File: config.mk
export PLATFORM = sky130hd
export DESIGN_NAME = arc4_prga
export DESIGN_NICKNAME = d
export VERILOG_FILES = /design/src/rtl/arc4_pkg.sv /design/src/rtl/arc4_prga.sv
export SDC_FILE = /design/constraint.sdc
export NUM_CORES = 1
export LEC_CHECK = 0
export CAP_MARGIN = 10
export CORE_AREA = 2 2 127 129
export CTS_CLUSTER_DIAMETER = 50
export DETAILED_ROUTE_END_ITERATION = 10
export DIE_AREA = 0 0 129 131
export SLEW_MARGIN = 20
export SYNTH_ARGS = -nofsm -noshare
export SYNTH_HDL_FRONTEND = slang
export SYNTH_SLANG_ARGS = --single-unit
export TNS_END_PERCENT = 5
File: constraint.sdc
create_clock -name clk -period 2.8 [get_ports clk]
set_input_delay 0.7 -clock clk [delete_from_list [all_inputs] [get_ports clk]]
set_output_delay 0.7 -clock clk [all_outputs]
set_load 0.01 [all_outputs]
File: src/rtl/arc4_pkg.sv
// Shared ARC4 definitions: byte width, message layout and the PRGA state encoding.
package arc4_pkg;

    localparam int BYTE_W = 8;

    // Byte 0 of every length-prefixed message holds the payload length.
    localparam logic [BYTE_W-1:0] MSG_LEN_ADDR = 8'h00;

    typedef enum logic [3:0] {
        IDLE,
        LEN0,
        LEN1,
        B0,
        B1,
        B2,
        B3,
        B4,
        B5
    } prga_state_t;

endpackage

File: src/rtl/arc4_prga.sv
// ARC4 PRGA stage: decrypts length-prefixed ct_mem into pt_mem using the S-box in s_mem.
module arc4_prga
    import arc4_pkg::*;
(
    input  logic              clk,
    input  logic              rst_n,
    input  logic              en,
    output logic              rdy,
    output logic [BYTE_W-1:0] s_addr,
    input  logic [BYTE_W-1:0] s_rddata,
    output logic [BYTE_W-1:0] s_wrdata,
    output logic              s_wren,
    output logic [BYTE_W-1:0] ct_addr,
    input  logic [BYTE_W-1:0] ct_rddata,
    output logic [BYTE_W-1:0] pt_addr,
    output logic [BYTE_W-1:0] pt_wrdata,
    output logic              pt_wren
);

    prga_state_t state_q, state_d;

    logic [BYTE_W-1:0] i_q, i_d;
    logic [BYTE_W-1:0] j_q, j_d;
    logic [BYTE_W-1:0] k_q, k_d;
    logic [BYTE_W-1:0] len_q, len_d;
    logic [BYTE_W-1:0] si_q, si_d;
    logic [BYTE_W-1:0] sj_q, sj_d;
    logic [BYTE_W-1:0] cb_q, cb_d;

    logic [BYTE_W-1:0] i_inc;
    logic [BYTE_W-1:0] j_sum;

    assign i_inc = i_q + 8'd1;
    assign j_sum = j_q + s_rddata;

    always_comb begin
        state_d   = state_q;
        i_d       = i_q;
        j_d       = j_q;
        k_d       = k_q;
        len_d     = len_q;
        si_d      = si_q;
        sj_d      = sj_q;
        cb_d      = cb_q;
        rdy       = 1'b0;
        s_addr    = '0;
        s_wrdata  = '0;
        s_wren    = 1'b0;
        ct_addr   = '0;
        pt_addr   = '0;
        pt_wrdata = '0;
        pt_wren   = 1'b0;

        case (state_q)
            IDLE: begin
                rdy = 1'b1;
                if (en) begin
                    state_d = LEN0;
                end
            end
            LEN0: begin
                ct_addr = MSG_LEN_ADDR;
                state_d = LEN1;
            end
            LEN1: begin
                len_d     = ct_rddata;
                pt_addr   = MSG_LEN_ADDR;
                pt_wrdata = ct_rddata;
                pt_wren   = 1'b1;
                i_d       = '0;
                j_d       = '0;
                k_d       = 8'd1;
                state_d   = (ct_rddata == '0) ? IDLE : B0;
            end
            B0: begin
                i_d     = i_inc;
                s_addr  = i_inc;
                ct_addr = k_q;
                state_d = B1;
            end
            B1: begin
                si_d    = s_rddata;
                cb_d    = ct_rddata;
                j_d     = j_sum;
                s_addr  = j_sum;
                state_d = B2;
            end
            // Swap is two plain writes; when i==j both write the same value.
            B2: begin
                sj_d     = s_rddata;
                s_addr   = i_q;
                s_wrdata = s_rddata;
                s_wren   = 1'b1;
                state_d  = B3;
            end
            B3: begin
                s_addr   = j_q;
                s_wrdata = si_q;
                s_wren   = 1'b1;
                state_d  = B4;
            end
            B4: begin
                s_addr  = si_q + sj_q;
                state_d = B5;
            end
            B5: begin
                pt_addr   = k_q;
                pt_wrdata = s_rddata ^ cb_q;
                pt_wren   = 1'b1;
                if (k_q == len_q) begin
                    state_d = IDLE;
                end else begin
                    k_d     = k_q + 8'd1;
                    state_d = B0;
                end
            end
            default: begin
                state_d = IDLE;
            end
        endcase
    end

    always_ff @(posedge clk or negedge rst_n) begin
        if (!rst_n) begin
            state_q <= IDLE;
            i_q     <= '0;
            j_q     <= '0;
            k_q     <= '0;
            len_q   <= '0;
            si_q    <= '0;
            sj_q    <= '0;
            cb_q    <= '0;
        end else begin
            state_q <= state_d;
            i_q     <= i_d;
            j_q     <= j_d;
            k_q     <= k_d;
            len_q   <= len_d;
            si_q    <= si_d;
            sj_q    <= sj_d;
            cb_q    <= cb_d;
        end
    end

endmodule

# Word-level counts from Yosys, hierarchy flattened

Cells that the tools add are included.

Muxes and demuxes: 16
Equality and inequality tests: 11
$add $sub $neg: 4
Reduce and logical (&&, ||, !) cells: 8
Bitwise gates (word level): 1

Operators with widths:

| kind                  | number |
|---|---|
| $pmux W8 S2           | 5 |
| $pmux W8 S5           | 1 |
| $pmux W4 S9           | 1 |
| $mux W8               | 3 |
| $add A8 B1 Y8 const B | 2 |
| $add A8 B8 Y8         | 2 |
| $eq A4 B3 Y1 const B  | 4 |
| $eq A4 B2 Y1 const B  | 2 |
| $eq A8 B8 Y1          | 1 |
| $logic_not A8 Y1      | 1 |
| $xor A8 B8 Y8         | 1 |
| $reduce_bool A2 Y1    | 3 |
| $eq A4 B1 Y1 const B  | 1 |
| $eq A4 B4 Y1 const B  | 1 |
| $logic_not A4 Y1      | 1 |
| $mux W2               | 2 |
| $mux W4               | 1 |
| $ne A2 B2 Y1 const B  | 2 |
| $reduce_or A2 Y1      | 2 |
| $mux W1               | 3 |
| $reduce_and A2 Y1     | 1 |

Input bits: 19
Flip-flop bits (word level): 60
Word-level logic and storage cells: 48

# Longest topological paths before layout

Gate-level depths: netlist (run 1).

Word-level depth: 3
Mapped depth: 8
Mapped depth without buffers: 8

# Worst setup path before layout (run 1)

No wires, ideal clock.

Path type: input -> output
From: input s_rddata[0]
To: output s_addr[6]
Stages: 8
Data arrival time: 2.134 ns
Path slack: -0.034 ns
Required time: 2.100 ns
Cells stage by stage: ha_1 > inv_1 > fa_1 > nor2b_1 > o31a_1 > or4_1 > nand3_1 > a211o_1

Word-level cells in the longest chain between the ends: 2

Ends and longest elaborated chain:

| element         | RTL line        | source |
|---|---|---|
| start, declared | arc4_prga.sv:10 | `input logic [BYTE_W-1:0] s_rddata,` |
| $add A8 B8 Y8   | arc4_prga.sv:34 | `assign j_sum = j_q + s_rddata;` |
| $pmux W8 S5     | arc4_prga.sv:54 | `case (state_q)` |
| end, declared   | arc4_prga.sv:9  | `output logic [BYTE_W-1:0] s_addr,` |

Every way passes these cells.

# Worst setup path in the final report (run 1)

Ends and elaborated chain as after synthesis.

==> metrics.csv, run 1 <==
metric,value,unit
outcome,"complete, but fails checks",
violations,negative setup slack,
gp_congestion,0.897,
overflow,0,
postSynth.asyncResetShare,100,%
min_period_over_period,114,%
drt-initial-drc-count,194,
synth.most_common_cell,nand2_1,
hold_violations,0,
final_max_slew_viol_count,0,
setup_viol,6,
postRouteWirelength,12.7,mm
r2r_end,j_q[6],
reg2reg_from,j_q[0],
synth_nets,487,
hp-class,in2async,
final_cell_area,5910,um^2
hpwl,9.47,mm
postCtsHoldBufs,0,
coreArea,15600,um^2
reg2reg_slack,-0.10,ns
wl_per_cell,15.3,um
ioPinCount,62,
grt_usage,15.5,%
antenna_found_initial,0,
cap_violations,0,
tritoncts,yes,
cts_buffer_depth,2,
portBuffers,61,
total_power,6.33,mW
grt_max_degree,40,
crit_fanout,3,
diodes,0,
viasPerCell,4.67,
synth_top_cell_by_area,dfrtp_1,
dieHeight,131,um
std_cell_rows,46,
grt_pass1_vias,3933,
final.setup.tns,-1.28,ns
synth_ff_type,dfrtp_1,
reg2reg_depth,18,
power.density,1070,nW/um^2
areaGrowthSynthToFinish,55.4,%
firstDrtPassIters,4,
whs,0.366,ns
vias,3861,
grt_setup_unrepaired,yes,
cp.required,2.10,ns
critPathLaunchType,input pin,
layout.nets,644,
placed_cells,796,
crit_type,in2out,
worst_slew_pin_slew,0.617,ns
drc_errors,0,
yosys-top-cells-count,"nand2_1 (133), dfrtp_1 (60), o21ai_0 (32)",
cp.arrival,2.49,ns
synth_top_area_share,39.5,%
die_w,129,um
yosysSeqAreaShare,39.5,%
fin_crit,3.19,ns
synth_cell_types,58,
synth_edf_count,0,
synth.avg_cell_area,8.46,um^2
dp_slack,-1.23,ns
path_clk_slew,0.05,ns
fmax,314,MHz
cts.htree.levels,3,
numCtsBuffers,9,
clk_latency,0.33,ns
power.leakage,3.28,nW
clockRootBuffer,clkbuf_16,
die-area,16900,um^2
ir_drop,0.000368,V
max_slew_margin,58.7,%
start_util,24.4,%
antenna_left,0,
synth.yosys.warnings,0,
yosys-top-cells-area,"dfrtp_1 (39%), nand2_1 (13%), ha_1 (5.3%)",
postPlaceCellArea,5290,um^2
netlist_area,3800,um^2
endpoint_kind,output port,
clock_skew,0.00584,ns
grt_pass1_wl,20.5,mm
syn_inst,450,
utilization,37.9,%
drive_above_1_share,30.8,%
clock-sinks,60,
layout_setup_ws,-0.390,ns
synth_seq_cells,60,
final_cells,827,
-- power by group --
| part | total (mW) | internal [mW] | switching [mW] | leakage, nW |
|---|---|---|---|---|
| Combinational | 3.79 | 1.89 | 1.90 | 2.39 |
| Sequential | 1.51 | 1.21 | 0.302 | 0.761 |
| Clock | 1.02 | 0.639 | 0.385 | 0.135 |
| Total | 6.33 | 3.74 | 2.58 | 3.28 |
-- cell usage in the layout (no fill, tap or decap), types with 3 or more instances in the layout --
cell / count
a211o_1: 4
a211oi_1: 3
a21o_1: 12
a21oi_1: 13
and2_1: 13
buf_2: 7
buf_4: 90
buf_6: 11
clkbuf_16: 9
clkbuf_2: 10
clkdlybuf4s50_1: 11
dfrtp_1: 58
dlygate4sd2_1: 3
dlymetal6s2s_1: 25
ha_1: 7
ha_2: 3
ha_4: 6
inv_1: 8
mux2i_1: 5
nand2_1: 133
nand3_1: 4
nand3_2: 3
nand4_1: 4
nor2_1: 21
nor3_1: 6
nor3_2: 3
nor4_1: 3
o21ai_0: 24
o21ai_1: 7
or2_2: 4
xnor2_1: 13
xor2_1: 13
-- worst max-delay path, cell delays in order --
cell	delay [ns]
buf_8	0.10
ha_4	0.16
inv_2	0.06
fa_2	0.23
nor2b_4	0.05
o31a_1	0.32
or4_4	0.51
nand3_4	0.08
a211o_1	0.13
buf_2	0.14
-- cell families (layout without fill, tap and decap cells) --
group / Yosys count / in the layout / share of synthesized area (%)
adder cells (fa/ha/maj): 18 / 18 / 6.31
AND/OR/NAND/NOR: 216 / 216 / 26.7
XOR/XNOR: 26 / 26 / 5.98
buffers and inverters: 28 / 189 / 3.12
flip-flops: 60 / 60 / 39.5
multiplexers: 5 / 5 / 1.32
AO/OA/AOI/OAI: 97 / 97 / 17.1
-- registers in the layout, summed over array words and instances (netlist names) --
signal   count
len_q        8
k_q          8
cb_q         8
state_q      4
sj_q         8
j_q          8
i_q          8
si_q         8
-- what timing repair did --
item | CTS | global route
pin swaps | 22 | 11
setup buffers | 14 | 3
gates resized for setup | 85 | 73
setup endpoints to repair | 42 | 43
cloned | 0 | 0
-- worst max path at each step --
stage | depth (start not counted) | startpoint | endpoint | slack [ns]
floorplan | 8 | s_rddata[0] | s_addr[4] | 0.003
global placement | 10 | s_rddata[0] | s_addr[4] | -1.14
detailed placement | 10 | s_rddata[0] | s_addr[4] | -1.23
CTS | 10 | s_rddata[0] | s_addr[4] | -0.25
global route | 10 | s_rddata[0] | s_addr[6] | -0.42
finish | 10 | s_rddata[0] | s_addr[6] | -0.39
-- per-layer routing --
layer | vias up | track usage [%] | wire length (um)
met3 | 24 | 2.40 | 431
met2 | 100 | 25.6 | 6260
met1 | 1870 | 20.0 | 5570
met5 | - | 0 | 0
li1 | 1867 | - | -
met4 | 0 | 7.54 | 430
-- area by class of cell --
| type | instances | area, um^2 |
|---|---|---|
| fill | 1548 | 9680 |
| clock inverter | 2 | 10.0 |
| inverter | 10 | 37.5 |
| clock buffer | 13 | 260 |
| timing repair buffer | 164 | 1430 |
| tap | 216 | 270 |
| sequential | 60 | 1500 |
| multi-input combinational | 362 | 2400 |
(Power assumes the default switching activity.)
==> run 2: changes to the inputs <==
- TNS_END_PERCENT: 5 -> 100
==> metrics.csv, run 2 (synthesis gave the netlist of run 1 again) <==
metric,value,unit,change
clock-sinks,60,,unchanged
violations,negative setup slack,,
antenna_found_initial,0,,unchanged
final_cell_area,6000,um^2,+1.4%
crit_fanout,2,,-1
grt_pass1_vias,3982,,+1.2%
hp-class,in2async,,
postPlaceCellArea,5290,um^2,unchanged
min_period_over_period,115,%,+1.3 points
viasPerCell,4.69,,+0.36%
overflow,0,,unchanged
dp_slack,-1.23,ns,unchanged
r2r_end,j_q[6],,
fmax,310,MHz,-1.1%
drive_above_1_share,33.4,%,+2.6 points
grt_pass1_wl,21.2,mm,+3.4%
crit_type,in2out,,
diodes,0,,unchanged
crit_end,s_addr[5],,
clockRootBuffer,clkbuf_16,,
layout.nets,653,,+1.4%
grt_setup_unrepaired,yes,,
die-area,16900,um^2,unchanged
areaGrowthSynthToFinish,57.6,%,
seqCellArea,1500,um^2,about the same
postCtsHoldBufs,0,,unchanged
wl_per_cell,16.1,um,+5.1%
critPathLaunchType,input pin,,
drt-initial-drc-count,258,,+33%
clk_latency,0.33,ns,about the same
cts_buffer_depth,2,,unchanged
fillers,1554,,+0.39%
dieHeight,131,um,unchanged
hold_violations,0,,unchanged
vias,3917,,+1.5%
die_w,129,um,unchanged
grt_usage,16.1,%,+0.56 points
gp_congestion,0.897,,unchanged
firstDrtPassIters,6,,+2
cts.htree.levels,3,,unchanged
final_common_cell,nand2_1,,
crit_start,s_rddata[0],,
portBuffers,61,,unchanged
layout_setup_ws,-0.425,ns,-0.0353 ns
max_slew_margin,57.3,%,-1.4 points
ioPinCount,62,,unchanged
fin_crit,3.22,ns,+0.0353 ns
start_util,24.4,%,unchanged
ir_drop,0.000367,V,-0.30%
tritoncts,yes,,
reg2reg_slack,-0.17,ns,-0.07 ns
cp.arrival,2.52,ns,+0.03 ns
cp.required,2.10,ns,about the same
hpwl,9.47,mm,unchanged
antenna_left,0,,unchanged
power.density,1090,nW/um^2,+2.0%
numCtsBuffers,9,,unchanged
final_max_slew_viol_count,0,,unchanged
outcome,"complete, but fails checks",,
path_clk_slew,0.05,ns,about the same
reg2reg_depth,18,,unchanged
postRouteWirelength,13.5,mm,+6.2%
mostFrequentLayoutCells,"nand2_1 (133), buf_4 (94), dfrtp_1 (59)",,
worst_slew_pin_slew,0.638,ns,+0.0211 ns
reg2reg_from,j_q[0],,
cap_violations,0,,unchanged
coreArea,15600,um^2,unchanged
setup_viol,7,,+1
total_power,6.55,mW,+3.5%
utilization,38.5,%,+0.54 points
endpoint_kind,output port,,
drc_errors,0,,unchanged
std_cell_rows,46,,unchanged
grt_max_degree,40,,unchanged
power.leakage,3.12,nW,-5.0%
multi_input_area,2460,um^2,+2.5%
clock_skew,0.00438,ns,-0.00145 ns
run 2: layout make-up:
| class | count | area share, % |
|---|---|---|
| Clock buffer | 13 | 4.34 |
| Tap cell | 216 | 4.51 |
| Multi-Input combinational cell | 362 | 41.0 |
| Sequential cell | 60 | 25.1 |
| Inverter | 10 | 0.668 |
| Clock inverter | 2 | 0.167 |
| Timing Repair Buffer | 173 | 24.2 |
run 2: what timing repair did:
item / CTS / global route
endpoints found under the hold margin: 0 / 0
endpoints found under the setup margin: 42 / 25
pin swaps: 26 / 22
gates resized for setup: 137 / 52
buffers inserted: 20 / 9
run 2: report_power, final:
part,switching [mW],internal [mW]
clock,0.385,0.639
combinational,2.02,1.99
sequential,0.306,1.21
total,2.71,3.84
run 2: layer usage:
layer	GRT usage, %	wire, um
met1	20.3	5760
met2	27.4	6740
met3	2.57	544
met4	7.10	431
met5	0	0
run 2: per-stage QoR:
stage | TNS [ns] | instances | hold WS [ns]
after global placement | -8.78 | 796 | 0.469
after global routing | -2.00 | 836 | 0.403
after floorplan | 0 | 450 | 0.404
after detailed placement | -8.91 | 796 | 0.475
after CTS | -0.857 | 830 | 0.380
final | -1.66 | 836 | 0.361
run 2: critical path, cell delays in order:
cell      delay [ns]
buf_8           0.10
ha_4            0.17
buf_4           0.13
buf_6           0.11
a211oi_4        0.29
o21bai_2        0.15
a21oi_2         0.18
mux2i_1         0.33
a211o_1         0.20
buf_2           0.15
run 2: worst min path at each step:
| stage | endpoint |
|---|---|
| 3_5_place_dp | sj_q[3] |
| 4_1_cts | si_q[1] |
| 6_report | si_q[1] |
| 3_3_place_gp | sj_q[0] |
| 2_1_floorplan | cb_q[0] |
| 5_1_grt | si_q[1] |
